[src/rtl/ic_init_loader.sv]
// Byte-stream I-cache image loader: assembles little-endian words from the UART
// receiver, writes them through I-cache port A, and streams the image back on request.
module ic_init_loader #(
    parameter int DATA = 32,
    parameter int ADDR = 10
) (
    input  logic              clk,
    input  logic              rst,
    input  logic              rx_valid,
    input  logic [7:0]        rx_data,
    input  logic              dump_req,
    input  logic              tx_ready,
    output logic              tx_valid,
    output logic [7:0]        tx_data,
    output logic              IC_Init,
    output logic [ADDR-1:0]   IC_Init_Addr,
    output logic [DATA-1:0]   IC_Init_Data,
    output logic              Init_Done,
    output logic [ADDR-1:0]   IC_WriteBack_Addr,
    input  logic [DATA-1:0]   IC_WriteBack_Data,
    output logic              Load_Err
);

    typedef enum logic [2:0] {
        HDR_LO  = 3'd0,
        HDR_HI  = 3'd1,
        LOAD    = 3'd2,
        DONE    = 3'd3,
        RD_ADDR = 3'd4,
        RD_WAIT = 3'd5,
        SEND    = 3'd6
    } state_t;

    localparam logic [31:0]   CAP32 = 32'd1 << ADDR;
    localparam logic [ADDR:0] CAP   = {1'b1, {ADDR{1'b0}}};

    state_t          state_r;
    logic [7:0]      hdr_lo_r;
    logic [ADDR:0]   count_r;
    logic [ADDR:0]   widx_r;
    logic [1:0]      bidx_r;
    logic [DATA-9:0] word_r;
    logic [DATA-1:0] shift_r;

    logic [31:0]     hdr_n_s;
    logic [ADDR:0]   widx_nxt_s;

    assign hdr_n_s    = {16'h0000, rx_data, hdr_lo_r};
    assign widx_nxt_s = widx_r + (ADDR+1)'(1);

    // Loader / readback state machine; the word counter is shared by load and dump.
    always_ff @(posedge clk) begin
        if (rst) begin
            state_r           <= HDR_LO;
            hdr_lo_r          <= 8'h00;
            count_r           <= '0;
            widx_r            <= '0;
            bidx_r            <= 2'd0;
            word_r            <= '0;
            shift_r           <= '0;
            tx_valid          <= 1'b0;
            tx_data           <= 8'h00;
            IC_Init           <= 1'b0;
            IC_Init_Addr      <= '0;
            IC_Init_Data      <= '0;
            Init_Done         <= 1'b0;
            IC_WriteBack_Addr <= '0;
            Load_Err          <= 1'b0;
        end else begin
            IC_Init <= 1'b0;
            case (state_r)
                HDR_LO: begin
                    if (rx_valid) begin
                        hdr_lo_r <= rx_data;
                        state_r  <= HDR_HI;
                    end
                end
                HDR_HI: begin
                    if (rx_valid) begin
                        widx_r <= '0;
                        bidx_r <= 2'd0;
                        if (hdr_n_s == 32'd0) begin
                            count_r   <= '0;
                            Init_Done <= 1'b1;
                            state_r   <= DONE;
                        end else if (hdr_n_s > CAP32) begin
                            // Oversize image: load what fits, the surplus arrives in DONE
                            Load_Err <= 1'b1;
                            count_r  <= CAP;
                            state_r  <= LOAD;
                        end else begin
                            count_r <= hdr_n_s[ADDR:0];
                            state_r <= LOAD;
                        end
                    end
                end
                LOAD: begin
                    if (rx_valid) begin
                        word_r <= {rx_data, word_r[DATA-9:8]};
                        bidx_r <= bidx_r + 2'd1;
                        if (bidx_r == 2'd3) begin
                            IC_Init      <= 1'b1;
                            IC_Init_Data <= {rx_data, word_r};
                            IC_Init_Addr <= widx_r[ADDR-1:0];
                            widx_r       <= widx_nxt_s;
                            if (widx_nxt_s == count_r) begin
                                state_r <= DONE;
                            end
                        end
                    end
                end
                DONE: begin
                    Init_Done <= 1'b1;
                    if (dump_req && (count_r != '0)) begin
                        widx_r            <= '0;
                        IC_WriteBack_Addr <= '0;
                        state_r           <= RD_ADDR;
                    end
                end
                RD_ADDR: begin
                    state_r <= RD_WAIT;
                end
                RD_WAIT: begin
                    // BRAM output register now holds the addressed word
                    tx_data  <= IC_WriteBack_Data[7:0];
                    shift_r  <= {8'h00, IC_WriteBack_Data[DATA-1:8]};
                    tx_valid <= 1'b1;
                    bidx_r   <= 2'd0;
                    state_r  <= SEND;
                end
                SEND: begin
                    if (tx_valid && tx_ready) begin
                        if (bidx_r == 2'd3) begin
                            tx_valid <= 1'b0;
                            if (widx_nxt_s == count_r) begin
                                state_r <= DONE;
                            end else begin
                                widx_r            <= widx_nxt_s;
                                IC_WriteBack_Addr <= widx_nxt_s[ADDR-1:0];
                                state_r           <= RD_ADDR;
                            end
                        end else begin
                            bidx_r  <= bidx_r + 2'd1;
                            tx_data <= shift_r[7:0];
                            shift_r <= {8'h00, shift_r[DATA-1:8]};
                        end
                    end
                end
                default: begin
                    state_r <= HDR_LO;
                end
            endcase
        end
    end

endmodule

[config.mk]
export PLATFORM = sky130hd
export DESIGN_NAME = ic_init_loader
export DESIGN_NICKNAME = d
export VERILOG_FILES = /design/src/rtl/ic_init_loader.sv
export SDC_FILE = /design/constraint.sdc
export NUM_CORES = 1
export LEC_CHECK = 0
export BUFFER_PORTS_ARGS = -buffer_cell sky130_fd_sc_hd__buf_4
export CORE_AREA = 2 2 93 130
export CTS_BUF_LIST = sky130_fd_sc_hd__clkbuf_4 sky130_fd_sc_hd__clkbuf_8
export DETAILED_ROUTE_END_ITERATION = 8
export DIE_AREA = 0 0 95 132
export GPL_TIMING_DRIVEN = 0
export HOLD_SLACK_MARGIN = 0.12
export PLACE_DENSITY = 0.79
export SYNTH_ARGS = -nofsm -noshare
export SYNTH_HDL_FRONTEND = slang
export SYNTH_SLANG_ARGS = --single-unit
[constraint.sdc]
create_clock -name clk -period 3.53 [get_ports clk]
set_input_delay 0 -clock clk [delete_from_list [all_inputs] [get_ports clk]]
set_output_delay 0 -clock clk [all_outputs]
set_load 0.1 [all_outputs]
; Yosys cells after proc, flatten, opt, wreduce, memory -nomap -nowiden
; Cells that the tools add are included.
[word_totals]
reg_bits = 155
in_bits = 45
output_inout_bits = 64
word_cells = 107
[classes]
addsub = 2
order_cmp = 1
n_eq_ne = 19
muxes = 44
n_bitwise = 3
n_reduce_logical = 23
[op_table]
columns = cell, count
row1 = 11-bit two-way mux, 9
row2 = 32-bit two-way mux, 2
row3 = 32-bit case mux with 2 select lines, 1
row4 = 11-bit case mux with 4 select lines, 1
row5 = 10-bit two-way mux, 4
row6 = 32-bit zero test, 1
row7 = 3-bit two-way mux, 9
row8 = 2-bit inequality test (second input constant), 11
row9 = 3-bit case mux with 7 select lines, 1
row10 = 10-bit case mux with 2 select lines, 1
row11 = 16-bit by 11-bit > comparator with 1-bit output (second input constant), 1
row12 = 8-bit two-way mux, 2
row13 = 8-bit case mux with 2 select lines, 1
row14 = 8-bit AND reduction, 2
row15 = 3-bit AND reduction, 4
row16 = 11-bit by 1-bit adder with 11-bit output (second input constant), 1
row17 = 11-bit equality test, 1
row18 = 11-bit nonzero test, 1
row19 = 5-bit AND reduction, 2
row20 = 3-bit equality test (second input constant), 3
row21 = 2-bit two-way mux, 4
row22 = 2-bit case mux with 4 select lines, 1
row23 = 4-bit nonzero test, 2
row24 = 3-bit by 2-bit equality test with 1-bit output (second input constant), 2
row25 = other kinds (12), 25

; Logic depth before layout (Yosys ltp)
; Gate-level depths: netlist of run 1.
[depth]
word_depth = 6
ltp_mapped = 11
depth_no_buf = 8

; Least setup slack after synthesis of run 1
; Ideal clock, no wire load.
[synth_path]
path_kind = reg-to-reg
startpoint = reg widx_r[1]
endpoint = reg widx_r[0]
setup_time_ns = 0.134
arrival_time_ns = 2.372
required_time_ns = 3.396
setup_slack_ns = 1.024
stages_incl_launch_ff = 11
n_path_buf = 2
synth_period_minus_slack_ns = 2.506
cell_sequence = dfxtp_1 > ha_1 > nand3_2 > or4_4 > xnor2_2 > nand4_2 > or2_1 > buf_6 > buf_6 > a211oi_2 > a211oi_1
[synth_via]
elab_chain_len = 4
[synth_lines]
columns = item, line
row1 = from (decl), 40  ; logic [ADDR:0] widx_r;
row2 = from (signal assigned), 105  ; widx_r <= widx_nxt_s;
row3 = from (signal assigned), 138  ; widx_r <= widx_nxt_s;
row4 = 11-bit by 1-bit adder with 11-bit output, 49  ; assign widx_nxt_s = widx_r + (ADDR+1)'(1);
row5 = 11-bit equality test, 135  ; if (widx_nxt_s == count_r) begin
row6 = 2-bit inequality test (no line), n/a
row7 = 8-bit AND reduction (no line), n/a
; No other way between the ends.
; A chain may end at the register's enable or synchronous reset.

; Final worst setup path of run 1
[layout_path]
startpoint = reg widx_r[1]
endpoint = reg widx_r[6]
[layout_via]
elab_chain_len = 5
elab_cells_between_ends = 10
cone_classes = 1 x add/sub / 2 x eq/ne / 6 x mux / 1 x reduce/logical
[layout_lines]
columns = item, line
row1 = 11-bit by 1-bit adder with 11-bit output (*), 49
row2 = branches (longest 4 deep; another with 11-bit equality test), n/a
; Every way passes the cells marked *. The select of a mux whose other input is x is not followed.

==> flow_metrics.py, run 1 <==
metrics = {
    "outcome": {
        "outcome": "finished, final reports clean",
    },
    "timing": {
        "hold_viol_final": 0,
        "fmax_mhz": 315,
        "slew_violations": 0,
        "layout_worst_path_cycle_share_pct": 90.1,
        "finalSetupTns_ps": 0,
        "min_period_ps": 3180,
        "fin_worst_hold_slack_ps": 335,
        "rsz0062_at_grt": "no",
        "setup_violations": 0,
        "slew_headroom_pct": 39.3,
        "skew_ps": 16.1,
        "worst_pin_slew_ps": 903,
    },
    "critical_path": {
        "path_class": "reg -> reg",
        "crit_chain": "ha_1 > and3_1 > clkbuf_1 > o2111ai_1 > a211oi_1 > nand4_1 > nor2_2 > buf_4 > o2111ai_1 > o41ai_1",
        "regToRegStartpoint": "widx_r[1]",
        "cp_max_fo": 10,
        "startpoint": "widx_r[1]",
        "path_common_cell": "o2111ai_1",
        "crit_buf_inv": 2,
        "startpoint_type": "register",
        "crit_path_end_kind": "register",
        "ff2ff_setup_slack_ps": 350,
        "max_stage_delay_ps": 490,
        "worstPathRequired_ps": 3880,
        "cp_top_family": "simple AND/OR/NAND/NOR gates",
        "worst-endpoint-arrival_ps": 3530,
        "cpMaxStageDelayCell": "dfxtp_1",
    },
    "drt": {
        "dr_wl_met2_mm": 10.1,
        "wl_per_cell_um": 17.3,
        "drt-met1-wl_mm": 7.46,
        "drt_iter0_markers": 537,
        "ant_nets": 0,
        "top_layer_used": "met4",
        "drt-total-wl_mm": 19.5,
        "drc_errors": 0,
        "dr.pass1.iters": 5,
        "wl_met3_mm": 1.13,
        "vias_per_cell": 5.83,
        "vias": 6597,
    },
    "logic_synthesis": {
        "yosysSeqAreaShare_pct": 46.3,
        "netlist_instances": 805,
        "ys.flop_type": "dfxtp_1",
        "ys_warn_count": 0,
        "synth_seq_cells": 147,
        "synth_edf_count": 0,
        "synth_cell_types": 59,
        "avgSynthCellArea_sq_um": 7.90,
        "synth_fp_nets": 852,
        "synth_area_sq_mm": 0.00636,
        "async_flop_share_pct": 0,
    },
    "pwr": {
        "powerDensity_mw_per_mm2": 410,
        "power_leakage_nw": 2.98,
        "peakVddDrop_uv": 309,
    },
    "clock_network": {
        "cts_max_level": 4,
        "cts_buffers": 17,
        "cts_root_buf": "clkbuf_8",
        "insertion_delay_ps": 460,
        "cts.clk_slew.worst_paths_ps": 90,
        "clock-sinks": 147,
        "cts_buffer_depth": 2,
        "cts_tree": "done",
    },
    "layout": {
        "insertedDiodeCount": 0,
        "most-common-layout-cells": "nand2_1 (199), dfxtp_1 (147), buf_4 (110)",
        "final_common_cell": "nand2_1",
        "syn_to_final_growth_pct": 28.4,
        "drive_gt1_share_pct": 16.3,
        "final_nets": 1022,
    },
    "grt": {
        "antenna_found_initial": 0,
        "grt_usage_pct": 32.4,
        "grt_max_degree": 17,
        "overflow": 0,
        "grt_pass1_wl_mm": 32.1,
        "grt_pass1_vias": 6703,
    },
    "placement": {
        "port_buffers": 107,
        "gp_congestion": 0.878,
        "place_hpwl_mm": 14.0,
    },
    "floorplanning": {
        "die_y_um": 132,
        "initial_utilization_pct": 56.1,
        "die_width_um": 95,
        "dieArea_sq_mm": 0.0125,
        "ios": 109,
        "design.core.area_sq_mm": 0.0113,
        "rows": 46,
    },
    "job": {
        "cap_violations": 0,
    },
    "min_path": {
        "hold_class": "in -> reg",
        "hold_start": "IC_WriteBack_Data[27]",
    },
}
## power breakdown
| part | internal (mW) | switching (mW) |
|---|---|---|
| clock network | 0.541 | 0.749 |
| logic | 0.133 | 0.221 |
| registers | 1.68 | 0.0208 |
| total | 2.36 | 0.991 |
## through the flow
| step | instance area, sq um | setup WS [ps] | total power [mW] | util (%) | cells |
|---|---|---|---|---|---|
| floorplan | 6360 | 1020 | 1.93 | - | 805 |
| global placement | 7340 | 369 | 2.04 | 64.7 | 1056 |
| detailed placement | 7340 | 405 | 2.05 | 64.7 | 1056 |
| CTS | 8160 | 383 | 3.34 | 72.0 | 1132 |
| global route | 8160 | 155 | 3.46 | 72.0 | 1132 |
| finish | 8160 | 351 | 3.35 | 72.0 | 1132 |
## Yosys cell counts (all sizes together) (4+ instances only)
cell type | number | area share, %
xnor2 | 12 | 1.8
o41ai | 8 | 1.1
nand3 | 45 | 3.6
o211ai | 13 | 1.6
o2111ai | 6 | 0.83
nor4 | 4 | 0.39
o31ai | 4 | 0.47
clkbuf | 56 | 3.4
xor2 | 4 | 0.55
nor3 | 10 | 0.79
a211oi | 4 | 0.55
dfxtp | 147 | 46
nand2 | 199 | 12
nor2 | 61 | 3.6
a311oi | 24 | 3.3
a22oi | 17 | 2.0
inv | 6 | 0.35
and3 | 5 | 0.49
or3 | 8 | 0.79
o21ai | 11 | 0.87
a21oi | 101 | 8.1
a211o | 6 | 0.83
nand4 | 7 | 0.79
buf | 14 | 1.3
## flip-flops by register name, indices dropped and copies added (netlist names), 8 cells and up
name / count
hdr_lo_r: 8
IC_WriteBack_Addr: 10
tx_data: 8
word_r: 24
count_r: 11
IC_Init_Addr: 10
IC_Init_Data: 32
shift_r: 24
widx_r: 11
## logic make-up (layout without fill, tap and decap cells)
kind of cell,count (synthesis),in the layout,synth area share (%)
simple gates,350,350,23.5
xor+xnor,17,17,2.70
flops,147,147,46.3
mux,1,1,0.157
compound gates,211,211,21.9
fa+ha+maj,2,2,0.394
buf+inv,77,260,5.10
## worst reg2reg max path: stages (launching register included)
cell and delay, ps:
dfxtp_1 490, ha_1 410, and3_1 200, clkbuf_1 280, o2111ai_1 200, a211oi_1 280
nand4_1 290, nor2_2 420, buf_4 260, o2111ai_1 150, o41ai_1 90
## layer usage
metal / global-route usage (%) / up-vias
li1: - / 3168
met1: 36.6 / 3083
met2: 56.2 / 273
met3: 7.20 / 73
met4: 16.2 / 0
met5: 0 / -
## final timing paths
kind / cells after the start / end
worst max register to register: 10 / widx_r[6]
worst min register to register: 2 / IC_Init_Data[2]
worst min-delay path: 4 / shift_r[19]
worst max-delay path: 10 / widx_r[6]
## cell type report
class | count | area, sq um
fill | 918 | 3180
multi-input combinational | 581 | 3090
sequential | 147 | 2940
timing repair buffer | 151 | 1240
buffer | 70 | 298
clock buffer | 18 | 248
tap | 144 | 180
clock inverter | 14 | 135
inverter | 7 | 26.3
## repair_timing
item / 4_1_cts / 5_1_grt
resized for setup: 0 / 0
hold endpoints to repair: 75 / 0
buffers inserted: 0 / 0
hold buffers: 44 / 0
(Power assumes the default switching activity.)
==> inputs of run 2 (changes only) <==
Settings changed: CORE_AREA 2 2 93 130 to 2 2 99 139, DIE_AREA 0 0 95 132 to 0 0 101 141, PLACE_DENSITY 0.79 to 0.71.
==> run 2 against run 1 <==
Global-route usage shrank 5.2 points; core utilization shrank 9.4 points; via count shrank 1.1%; cell count grew 0.97%; sequential power is essentially flat; non-clock buffer count shrank 1; first-iteration DRC count shrank 24%; worst setup slack gained 66 ps; critical path type unchanged.
==> flow_metrics.py, run 2 (synthesis results as in run 1) <==
metrics = {
    "outcome": {
        "outcome": "finished, final reports clean",
    },
    "layout": {
        "insertedDiodeCount": 0,
        "finalNonFillerCells": 1143,
        "largest_reg_flops": 32,
        "final_common_cell": "nand2_1",
        "syn_to_final_growth_pct": 29.4,
        "largest-register": "IC_Init_Data",
        "final_nets": 1021,
        "largestRegisters": "IC_Init_Data (32), shift_r (24), word_r (24)",
        "drive_gt1_share_pct": 16.3,
        "most-common-layout-cells": "nand2_1 (199), dfxtp_1 (147), buf_4 (110)",
    },
    "pwr": {
        "powerDensity_mw_per_mm2": 424,
        "peakVddDrop_uv": 326,
        "power_leakage_nw": 3.00,
        "power_mw": 3.49,
    },
    "drt": {
        "drt-total-wl_mm": 19.2,
        "vias_per_cell": 5.71,
        "ant_nets": 0,
        "drc_errors": 0,
        "wl_per_cell_um": 16.8,
        "drt_iter0_markers": 409,
        "dr.pass1.iters": 8,
        "vias": 6524,
    },
    "critical_path": {
        "startpoint_type": "register",
        "path_common_cell": "o2111ai_1",
        "rr_worst_depth": 10,
        "crit_path_end_kind": "register",
        "max_stage_delay_ps": 470,
        "cp_top_family": "simple AND/OR/NAND/NOR gates",
        "worst-endpoint-arrival_ps": 3440,
        "worstPathRequired_ps": 3850,
        "crit_buf_inv": 2,
        "path_class": "reg -> reg",
        "crit_chain": "ha_1 > and3_1 > clkbuf_1 > o2111ai_1 > a211oi_1 > nand4_1 > nor2_2 > buf_4 > o2111ai_1 > o41ai_1",
        "cp.depth": 10,
        "cp_max_fo": 10,
        "cpMaxStageDelayCell": "dfxtp_1",
    },
    "clock_network": {
        "cts.clk_slew.worst_paths_ps": 80,
        "cts_buffer_depth": 2,
        "cts_max_level": 4,
        "clock-sinks": 147,
        "cts_tree": "done",
        "cts_buffers": 17,
        "insertion_delay_ps": 440,
        "cts_root_buf": "clkbuf_8",
    },
    "grt": {
        "overflow": 0,
        "grt_pass1_wl_mm": 30.5,
        "grt_max_degree": 17,
        "grt_usage_pct": 27.2,
        "grtUsageMet3_pct": 4.21,
        "use_met2_pct": 47.2,
        "antenna_found_initial": 0,
        "use_met1_pct": 31.9,
        "grt_pass1_vias": 6169,
        "busiest_layer": "met2",
    },
    "floorplanning": {
        "design.core.area_sq_mm": 0.0131,
        "die_y_um": 141,
        "die_width_um": 101,
        "initial_utilization_pct": 48.4,
        "ios": 109,
        "rows": 50,
        "dieArea_sq_mm": 0.0142,
    },
    "timing": {
        "rsz0062_at_grt": "no",
        "skew_ps": 17.0,
        "fin_ws_ps": 416,
        "slew_violations": 0,
        "min_period_ps": 3110,
        "slew_headroom_pct": 37.3,
        "layout_worst_path_cycle_share_pct": 88.2,
        "setup_violations": 0,
        "fmax_mhz": 321,
        "finalSetupTns_ps": 0,
        "worst_pin_slew_ps": 933,
        "fin_worst_hold_slack_ps": 169,
        "hold_viol_final": 0,
    },
    "min_path": {
        "min_delay_path_depth": 5,
        "hold_class": "in -> reg",
    },
    "placement": {
        "place_hpwl_mm": 13.6,
        "placed_cells": 1068,
        "preCtsSetupSlack_ps": 498,
        "gp_congestion": 0.955,
        "port_buffers": 107,
    },
    "job": {
        "cap_violations": 0,
    },
}
==> run 2: cell count changes in the layout (fill, tap and decap cells not counted), sizes merged <==
| cell | previous run | this run |
|---|---|---|
| inv | 15 | 9 |
| bufinv | 0 | 3 |
| clkbuf | 74 | 76 |
| clkinv | 5 | 7 |
| clkinvlp | 1 | 0 |
| dlygate4sd3 | 44 | 43 |
==> run 2: final cells by class <==
class	count	area, sq um
Fill cell	1226	4910
Multi-Input combinational cell	581	3090
Sequential cell	147	2940
Timing Repair Buffer	150	1230
Buffer	70	298
Clock buffer	20	269
Tap cell	156	195
Clock inverter	12	169
Inverter	7	26.3
==> run 2: worst min-delay path, cell delays in order <==
cell and delay, ps:
buf_4 100, nand3_1 60, o21ai_0 70, o31ai_1 90
o31a_1 230
==> run 2: worst paths after layout <==
kind	slack [ps]	to	start
hold reg to reg	450	IC_Init_Data[2]	word_r[2]
setup reg to reg	420	widx_r[3]	widx_r[1]
setup / recovery	420	widx_r[3]	widx_r[1]
hold / removal	170	state_r[1]	dump_req
==> run 2: routing by layer <==
| metal | vias up | share of wire (%) |
|---|---|---|
| li1 | 3164 | - |
| met1 | 3025 | 39 |
| met2 | 280 | 51 |
| met3 | 55 | 5.7 |
| met4 | 0 | 4.3 |
| met5 | - | 0 |
==> run 2: repair_timing <==
item | CTS | global route
gates resized for setup | 0 | 0
hold buffers | 43 | 0
hold endpoints to repair | 72 | 0
setup buffers | 0 | 0
==> run 2: report_power, final <==
group / switching (mW) / internal, mW / leakage, nW / total (mW)
Clock: 0.670 / 0.759 / 0.222 / 1.43
Combinational: 0.224 / 0.133 / 1.59 / 0.356
Sequential: 0.0203 / 1.68 / 1.19 / 1.70
Total: 0.914 / 2.57 / 3.00 / 3.49
==> run 2: stage by stage <==
step                      cell area (sq um)  util, %
after global routing                   8220     62.6
after global placement                 7350     56.0
after CTS                              8220     62.6
after floorplan                        6360        -
final                                  8220     62.6
after detailed placement               7350     56.0
